===== config.mk =====
export PLATFORM = sky130hd
export DESIGN_NAME = lsl8_seq
export DESIGN_NICKNAME = d
export VERILOG_FILES = /design/src/rtl/lsl8_seq.sv
export SDC_FILE = /design/constraint.sdc
export NUM_CORES = 1
export LEC_CHECK = 0
export ABC_AREA = 1
export CORE_MARGIN = 4
export CORE_UTILIZATION = 50
export DETAILED_ROUTE_END_ITERATION = 12
export DONT_BUFFER_PORTS = 1
export SLEW_MARGIN = 10
export SYNTH_ARGS = -nofsm -noshare
export SYNTH_HDL_FRONTEND = slang
export SYNTH_SLANG_ARGS = --single-unit

===== constraint.sdc =====
create_clock -name clk -period 1.7 [get_ports clk]
set_clock_uncertainty 0.05 [all_clocks]
set_input_delay 0.34 -clock clk [delete_from_list [all_inputs] [get_ports clk]]
set_output_delay 0.34 -clock clk [all_outputs]
set_load 0.02 [all_outputs]

===== src/rtl/lsl8_seq.sv =====
// Iterative logical-shift-left unit. It shifts up to STEP_MAX bits per clock through one mx4 stage
// and flags any 1 shifted out of the MSB end. It has valid/ready handshakes on input and output.
module lsl8_seq #(
  parameter int unsigned WIDTH    = 8,
  parameter int unsigned SHAMT_W  = 3,
  parameter int unsigned STEP_MAX = 3
) (
  input  logic               clk,
  input  logic               reset_n,
  input  logic               in_valid,
  output logic               in_ready,
  input  logic [WIDTH-1:0]   d_in,
  input  logic [SHAMT_W-1:0] shamt,
  output logic               out_valid,
  input  logic               out_ready,
  output logic [WIDTH-1:0]   d_out,
  output logic               ovf,
  output logic               busy
);

  typedef enum logic [1:0] {StIdle, StShift, StDone} state_e;

  state_e             r_state, w_state_nxt;
  logic [WIDTH-1:0]   r_acc, w_acc_nxt;
  logic [SHAMT_W-1:0] r_rem, w_rem_nxt;
  logic               r_ovf, w_ovf_nxt;

  logic [1:0]         w_step;
  logic [WIDTH-1:0]   w_shl;
  logic               w_lost;
  logic [SHAMT_W-1:0] w_rem_left;

  // Step is min(rem, STEP_MAX); rem is never 0 while in StShift.
  always_comb begin
    w_step     = (r_rem > SHAMT_W'(STEP_MAX)) ? 2'(STEP_MAX) : r_rem[1:0];
    w_rem_left = r_rem - SHAMT_W'(w_step);
  end

  // Per-bit 4-way mux, same structure as the right shifters.
  always_comb begin
    w_shl  = r_acc;
    w_lost = 1'b0;
    case (w_step)
      2'd0: begin
        w_shl  = r_acc;
        w_lost = 1'b0;
      end
      2'd1: begin
        w_shl  = {r_acc[WIDTH-2:0], 1'b0};
        w_lost = r_acc[WIDTH-1];
      end
      2'd2: begin
        w_shl  = {r_acc[WIDTH-3:0], 2'b00};
        w_lost = |r_acc[WIDTH-1 -: 2];
      end
      default: begin
        w_shl  = {r_acc[WIDTH-4:0], 3'b000};
        w_lost = |r_acc[WIDTH-1 -: 3];
      end
    endcase
  end

  always_comb begin
    w_state_nxt = r_state;
    w_acc_nxt   = r_acc;
    w_rem_nxt   = r_rem;
    w_ovf_nxt   = r_ovf;
    case (r_state)
      StIdle: begin
        if (in_valid) begin
          w_acc_nxt   = d_in;
          w_rem_nxt   = shamt;
          w_ovf_nxt   = 1'b0;
          w_state_nxt = (shamt == '0) ? StDone : StShift;
        end
      end
      StShift: begin
        w_acc_nxt = w_shl;
        w_ovf_nxt = r_ovf | w_lost;
        w_rem_nxt = w_rem_left;
        if (w_rem_left == '0) begin
          w_state_nxt = StDone;
        end
      end
      StDone: begin
        if (out_ready) begin
          w_state_nxt = StIdle;
        end
      end
      default: w_state_nxt = StIdle;
    endcase
  end

  always_ff @(posedge clk) begin
    if (!reset_n) begin
      r_state <= StIdle;
      r_acc   <= '0;
      r_rem   <= '0;
      r_ovf   <= 1'b0;
    end else begin
      r_state <= w_state_nxt;
      r_acc   <= w_acc_nxt;
      r_rem   <= w_rem_nxt;
      r_ovf   <= w_ovf_nxt;
    end
  end

  assign in_ready  = (r_state == StIdle);
  assign out_valid = (r_state == StDone);
  assign busy      = (r_state == StShift) || (r_state == StDone);
  assign d_out     = r_acc;
  assign ovf       = r_ovf;

endmodule


==> results of run 1 <==
## worst paths after layout
kind | to | slack, ns | cells after the start
worst max-delay path | in_ready | 0.12 | 3
worst max register to register | d_out[0]$_SDFFE_PN0P_ | 0.14 | 7
worst min register to register | r_rem[0]$_SDFFE_PN0P_ | 0.50 | 2
worst min-delay path | d_out[1]$_SDFFE_PN0P_ | 0.12 | 2
## cells in the final DEF (no fill, tap or decap), types with 2 or more instances in the layout
cell type	Yosys	final
ha_1	8	7
clkbuf_4	0	3
a21oi_1	3	3
nor2_1	37	37
dfxtp_1	14	14
or2_2	2	2
nand3_1	15	15
nand2_1	61	61
o21ai_1	2	2
inv_1	29	29
o21ai_0	6	6
buf_4	0	6
## per-layer routing
| layer | track usage | share of wire | vias to the layer above |
|---|---|---|---|
| met4 | 0.0747 | 0.0042 | 0 |
| met2 | 0.309 | 0.51 | 18 |
| met1 | 0.210 | 0.45 | 465 |
| met3 | 0.0381 | 0.044 | 2 |
| met5 | 0 | 0 | - |
| li1 | - | - | 573 |
## through the flow
step	setup slack (ns)	power, mW
2_1_floorplan	0.198	2.23
3_3_place_gp	0.141	2.56
3_5_place_dp	0.0869	2.61
4_1_cts	0.0603	2.81
5_1_grt	0.00253	3.16
6_report	0.121	2.84
## registers in the layout, indices dropped and copies added (netlist names)
name	count
ovf	1
d_out	8
r_rem	3
r_state	2
## power groups by stage
stage	Clock [mW]	Combinational, mW	Sequential, mW
global placement	0	1.80	0.755
finish	0.188	1.90	0.753
detailed placement	0	1.85	0.763
CTS	0.197	1.85	0.754
floorplan	0	1.51	0.714
global route	0.210	2.17	0.779
## worst max-delay path, stage by stage, from the launching register on
cell and delay, ns:
dfxtp_1 0.32, inv_1 0.09, ha_1 0.30, buf_4 0.20
## final cells by class
| cell class | count | area (um^2) |
|---|---|---|
| sequential | 14 | 280 |
| timing repair buffer | 6 | 45.0 |
| tap | 27 | 33.8 |
| clock buffer | 3 | 22.5 |
| inverter | 30 | 115 |
| fill | 209 | 852 |
| multi-input combinational | 139 | 673 |
## logic make-up after synthesis
family | after synthesis
buf+inv | 36
simple gates | 117
compound gates | 14
flops | 14
fa+ha+maj | 8
## what timing repair did
action	CTS	global route
setup endpoints to repair	0	7
hold endpoints to repair	0	0
resized for setup	0	2
==> results.yml, run 1 <==
pwr:
  switching_share: 0.540
  p_switching_mw: 1.54
  seq_power_share: 0.265
  p_int_mw: 1.31
  powerDensity_mw_per_mm2: 2430
  p_leak_nw: 0.644
  clkPwrFrac: 0.066
  pwr-share-comb: 0.669
  ir_drop_mv: 1.24
clock_network:
  post_cts_buffers: 0
  htree_levels: 1
  cts_tree: "done"
  cts_sinks: 14
  root_buffer: "clkbuf_4"
  clock_latency_ns: 0.28
  clk_pin_slew_ns: 0.09
  cts_buffer_depth: 2
  cts_made_buffers: 3
  cts_hold_buf: 0
yosys:
  synth_edf_count: 0
  synthTopCellsByArea: "dfxtp_1 26%, nand2_1 21%, nor2_1 13%"
  synth_commonest_cells: "61 x nand2_1, 37 x nor2_1, 29 x inv_1"
  async_flop_share: 0
  synth-seq-cells: 14
  synth_compound_area_frac: 0.0799
  netlist_instances: 189
  yosysMostFrequentCell: "nand2_1"
  synth_adder_area_share: 0.0913
  yosys.area_share.xor_xnor: 0
  yosys_warnings: 0
  synth_top_family_by_area: "simple AND/OR/NAND/NOR gates"
  synth_cell_types: 19
  synth_top_area_frac: 0.256
  synth_nets: 212
  synth_ff_type: "dfxtp_1"
  synth_area_per_cell_um2: 5.80
  synth.area.mux_share: 0
  synth_seq_area_share: 0.256
  syn_area_mm2: 0.00110
  synth_simple_gate_area_frac: 0.432
  synth_top_cell_by_area: "dfxtp_1"
global_routing:
  grt_pass1_vias: 927
  grt_max_degree: 17
  antenna_found_initial: 0
  grt_usage: 0.179
  grt_pass1_wl_mm: 3.87
  grt_overflow: 0
placed_design:
  dp_cells: 216
  placed_area_mm2: 0.00113
  globalplace.congestion: 0.812
  port_buffers: 0
  hpwl_mm: 1.87
die:
  dieArea_mm2: 0.00301
  die_w_um: 54.8
  io_pins: 27
  die_h_um: 54.8
  start_util: 0.542
  placementRows: 16
  core_area_mm2: 0.00202
drt:
  detail_route.first_pass.iterations: 4
  drt_iter0_markers: 17
  wl_per_cell_um: 10.8
  drt-total-wl_mm: 2.37
  vias: 1058
  drt-vias-per-instance: 4.83
  ant_nets: 0
  drc: 0
worst_setup_path:
  required_ns: 1.31
  cp-end-kind: "output port"
  path_class: "reg2out"
  crit_path_start: "r_state[1]$_SDFFE_PN0P_"
  crit_arrival_ns: 1.19
  timing.rr.start: "r_rem[0]$_SDFFE_PN0P_"
  worstPathMaxFanout: 5
  cp-start-kind: "flop"
sta:
  hold_viol: 0
  max_freq_mhz: 633
  finalCriticalPeriod_ns: 1.58
  fin_tns_setup_ns: 0
  post-route-period-util: 0.929
  rsz0062_at_grt: "false"
  slew_headroom: 0.767
  tightestPinTransition_ns: 0.350
  setup_viol: 0
  slew_violations: 0
  hold_slack_ns: 0.122
layout:
  syn_to_final_growth_pct: 6.73
  nets: 217
  final_util: 0.579
  final_layout_size_suffix_gt1_frac: 0.0885
  antenna_cells: 0
  fin_area_mm2: 0.00117
  layoutNonFillerInstCount: 219
worst_hold_path:
  hold_class: "in2reg"
  hold_start: "reset_n"
flow_run:
  cap_viol_max_count: 0
status:
  status: "finished clean"
(Power assumes the default switching activity.)
==> inputs of run 2 (changes only) <==
--- a/config.mk
+++ b/config.mk
@@ -6,10 +6,11 @@
 export NUM_CORES = 1
 export LEC_CHECK = 0
 export ABC_AREA = 1
-export CORE_MARGIN = 4
-export CORE_UTILIZATION = 50
+export CORE_MARGIN = 3
+export CORE_UTILIZATION = 61
 export DETAILED_ROUTE_END_ITERATION = 12
 export DONT_BUFFER_PORTS = 1
+export PLACE_DENSITY = 0.77
 export SLEW_MARGIN = 10
 export SYNTH_ARGS = -nofsm -noshare
 export SYNTH_HDL_FRONTEND = slang
==> results.yml, run 2 (synthesis gave the netlist of run 1 again) <==
status:
  status: "finished clean"
sta:
  slew_violations: 0
  fin_tns_setup_ns: 0
  finalCriticalPeriod_ns: 1.61
  hold_slack_ns: 0.117
  setup_viol: 0
  hold_viol: 0
  slew_headroom: 0.745
  worst_slack_ns: 0.0876
  max_freq_mhz: 620
  rsz0062_at_grt: "true"
  post-route-period-util: 0.948
  tightestPinTransition_ns: 0.382
clock_network:
  htree_levels: 1
  cts_buffer_depth: 2
  cts_tree: "done"
  cts_hold_buf: 0
  cts_made_buffers: 3
  cts_sinks: 14
  clk_pin_slew_ns: 0.09
  root_buffer: "clkbuf_4"
  clock_latency_ns: 0.28
die:
  placementRows: 14
  io_pins: 27
  die_w_um: 48.4
  start_util: 0.688
  dieArea_mm2: 0.00234
  die_h_um: 48.4
  core_area_mm2: 0.00159
global_routing:
  grt_util_met2: 0.383
  grt.met3_usage: 0.0521
  grt_pass1_wl_mm: 4.35
  antenna_found_initial: 0
  grt_max_degree: 17
  grt_usage: 0.234
  grt_overflow: 0
  grt.busiest_layer: "met2"
  grt_pass1_vias: 1001
  grt_use_met1: 0.296
drt:
  vias: 1088
  drc: 0
  wl_per_cell_um: 11.5
  detail_route.first_pass.iterations: 4
  drt-total-wl_mm: 2.52
  drt_iter0_markers: 28
  ant_nets: 0
  drt-vias-per-instance: 4.97
pwr:
  powerDensity_mw_per_mm2: 2490
  seq_power_share: 0.254
  pwr-share-comb: 0.664
  switching_share: 0.536
  p_int_mw: 1.38
  clkPwrFrac: 0.082
  p_leak_nw: 0.660
  p_switching_mw: 1.60
  ir_drop_mv: 1.80
worst_setup_path:
  cp-start-kind: "flop"
  crit_arrival_ns: 1.22
  timing.rr.start: "r_state[1]$_SDFFE_PN0P_"
  r2r_slack_ns: 0.11
  rr_endpoint: "d_out[2]$_SDFFE_PN0P_"
  worstPathMaxFanout: 5
  required_ns: 1.31
  endpoint: "in_ready"
  cp-end-kind: "output port"
  path_class: "reg2out"
  worst-r2r-cell-count: 8
  crit_path_start: "r_state[0]$_SDFFE_PN0P_"
layout:
  antenna_cells: 0
  largest_reg_flops: 8
  nets: 219
  syn_to_final_growth_pct: 9.02
  final_common_cell: "nand2_1"
  final_layout_size_suffix_gt1_frac: 0.103
  mostFrequentLayoutCells: "61 x nand2_1, 37 x nor2_1, 29 x inv_1"
placed_design:
  hpwl_mm: 1.80
  port_buffers: 0
  pre_cts_slack_ns: 0.0485
  globalplace.congestion: 0.852
worst_hold_path:
  holdPathStages: 2
  hold_class: "in2reg"
flow_run:
  cap_viol_max_count: 0
==> run 2: worst min path at each step <==
stage | from | to
floorplan | reset_n | ovf$_SDFFE_PN0P_
global placement | reset_n | d_out[1]$_SDFFE_PN0P_
detailed placement | reset_n | d_out[2]$_SDFFE_PN0P_
CTS | reset_n | d_out[2]$_SDFFE_PN0P_
global route | reset_n | d_out[2]$_SDFFE_PN0P_
finish | reset_n | d_out[2]$_SDFFE_PN0P_
==> run 2: final cells by class <==
type | instances | area, um^2
Timing Repair Buffer | 8 | 60.1
Fill cell | 138 | 399
Sequential cell | 14 | 280
Tap cell | 24 | 30.0
Clock buffer | 4 | 36.3
Inverter | 30 | 115
Multi-Input combinational cell | 139 | 673
==> run 2: timing repair <==
action | in CTS | in global routing
resized for setup | 0 | 2
endpoints found under the setup margin | 0 | 9
buffers inserted | 0 | 3
hold endpoints to repair | 0 | 0
==> run 2: critical path, stage by stage (launching register included) <==
cell and delay, ns:
dfxtp_1 0.32, inv_1 0.10, ha_1 0.31, buf_4 0.21
==> run 2: metal layers <==
metal	vias up	share of wire
li1	582	-
met3	2	0.050
met1	473	0.48
met2	31	0.47
met4	0	0.0064
met5	-	0
==> run 2: power groups by stage <==
stage                     sequential (mW)  clock, mW  combinational [mW]
after floorplan                     0.714          0                1.51
after global routing                0.779      0.264                2.27
after detailed placement            0.761          0                1.81
after global placement              0.753          0                1.74
after CTS                           0.755      0.250                1.83
final                               0.757      0.245                1.98
==> run 2: stage by stage <==
step / instances / util / area, um^2 / power, mW
after global routing: 219 / 0.750 / 1190 / 3.31
after floorplan: 189 / - / 1100 / 2.23
after detailed placement: 212 / 0.705 / 1120 / 2.58
final: 219 / 0.750 / 1190 / 2.98
after global placement: 212 / 0.705 / 1120 / 2.50
after CTS: 216 / 0.728 / 1160 / 2.84
==> inputs of run 3 (changes only) <==
--- a/config.mk
+++ b/config.mk
@@ -6,6 +6,8 @@
 export NUM_CORES = 1
 export LEC_CHECK = 0
 export ABC_AREA = 1
+export CAP_MARGIN = 0
+export CORE_ASPECT_RATIO = 1.2
 export CORE_MARGIN = 3
 export CORE_UTILIZATION = 61
 export DETAILED_ROUTE_END_ITERATION = 12
==> results.yml, run 3 (synthesis gave the netlist of run 1 again) <==
worst_setup_path:
  crit_arrival_ns: 1.17
  crit_slowest_cell: "dfxtp_1"
  worstPathMaxFanout: 4
  cp_cell_sequence: "inv_1 > ha_1 > buf_4"
  path_class: "reg2out"
  cp-start-kind: "flop"
  critPathMaxStageDelay_ns: 0.32
  required_ns: 1.31
  cp-end-kind: "output port"
drt:
  detail_route.first_pass.iterations: 4
  drc: 0
  drt_iter0_markers: 25
  vias: 1077
  drt-vias-per-instance: 5.13
  ant_nets: 0
  drt-total-wl_mm: 2.25
  wl_per_cell_um: 10.7
worst_hold_path:
  hold_class: "in2reg"
placed_design:
  hpwl_mm: 1.72
  port_buffers: 0
  pre_cts_slack_ns: 0.0821
  globalplace.congestion: 0.842
status:
  status: "finished clean"
sta:
  tightestPinTransition_ns: 0.340
  finalCriticalPeriod_ns: 1.56
  post-route-period-util: 0.915
  setup_viol: 0
  slew_headroom: 0.773
  max_freq_mhz: 643
  rsz0062_at_grt: "false"
  worst_slack_ns: 0.145
  fin_tns_setup_ns: 0
  hold_viol: 0
  slew_violations: 0
pwr:
  p_leak_nw: 0.647
  ir_drop_mv: 1.34
  powerDensity_mw_per_mm2: 2440
layout:
  nets: 217
  final_layout_size_suffix_gt1_frac: 0.0938
  register_area_um2: 280
  syn_to_final_growth_pct: 6.16
  multiInputGateArea_um2: 666
  antenna_cells: 0
  fill_cells: 143
  final_common_cell: "nand2_1"
  mostFrequentLayoutCells: "61 x nand2_1, 36 x nor2_1, 29 x inv_1"
  largest_reg_flops: 8
die:
  die_h_um: 52.4
  core_area_mm2: 0.00166
  placementRows: 16
  io_pins: 27
  dieArea_mm2: 0.00234
  die_w_um: 44.7
  start_util: 0.660
clock_network:
  htree_levels: 1
  cts_buffer_depth: 2
  root_buffer: "clkbuf_4"
  clk_pin_slew_ns: 0.09
  cts_tree: "done"
  cts_sinks: 14
  clock_latency_ns: 0.27
  cts_made_buffers: 3
flow_run:
  cap_viol_max_count: 0
global_routing:
  grt_overflow: 0
  grt_pass1_wl_mm: 3.86
  antenna_found_initial: 0
  grt_max_degree: 17
  grt_usage: 0.212
  grt_pass1_vias: 954
[run 3: cell types whose count changed in the layout (fill, tap and decap cells not counted), sizes merged]
cell / before / now
buf: 8 / 6
clkbuf: 4 / 3
[run 3: worst paths after layout]
check,from,endpoint,slack [ns],cells after the start
setup / recovery,r_state[0]$_SDFFE_PN0P_,in_ready,0.14,3
hold / removal,reset_n,r_state[0]$_SDFFE_PN0P_,0.13,2
setup reg to reg,r_rem[1]$_SDFFE_PN0P_,d_out[1]$_SDFFE_PN0P_,0.17,7
hold reg to reg,ovf$_SDFFE_PN0P_,ovf$_SDFFE_PN0P_,0.50,2
[run 3: per-stage QoR]
step / cell area, um^2 / util / cells / total power, mW / hold WS [ns]
CTS: 1130 / 0.681 / 208 / 2.72 / 0.121
finish: 1160 / 0.700 / 210 / 2.83 / 0.126
global route: 1160 / 0.700 / 210 / 3.16 / 0.104
global placement: 1110 / 0.667 / 205 / 2.49 / 0.415
floorplan: 1100 / - / 189 / 2.23 / 0.413
detailed placement: 1110 / 0.667 / 205 / 2.53 / 0.416
[run 3: metal layers]
metal	GRT usage	vias to the layer above	wire length, um	part of all wire
met5	0	-	0	0
met4	0.0302	0	0	0
met3	0.0447	0	152	0.067
met2	0.385	36	1130	0.50
met1	0.253	468	967	0.43
li1	-	573	-	-
[run 3: power by group]
| group | switching [mW] | leakage [nW] | internal [mW] |
|---|---|---|---|
| sequential | 0.272 | 0.116 | 0.481 |
| combinational | 1.15 | 0.518 | 0.743 |
| clock | 0.105 | 0.0138 | 0.0819 |
[run 3: area by class of cell]
class / instances / share of cell area
Multi-Input combinational cell: 139 / 0.572
Sequential cell: 14 / 0.241
Inverter: 30 / 0.0989
Timing Repair Buffer: 6 / 0.0495
Clock buffer: 3 / 0.0194
Tap cell: 18 / 0.0194
[run 3: worst max-delay path: cells and delay by family (launching register included)]
family | cells | cell delay [ns]
buf+inv | 2 | 0.29
fa+ha+maj | 1 | 0.27
flops | 1 | 0.32
[run 3: timing repair]
item                       in CTS  in global routing
gates resized for setup         0                  2
hold buffers                    0                  0
buffers inserted                0                  2
setup endpoints to repair       0                  9
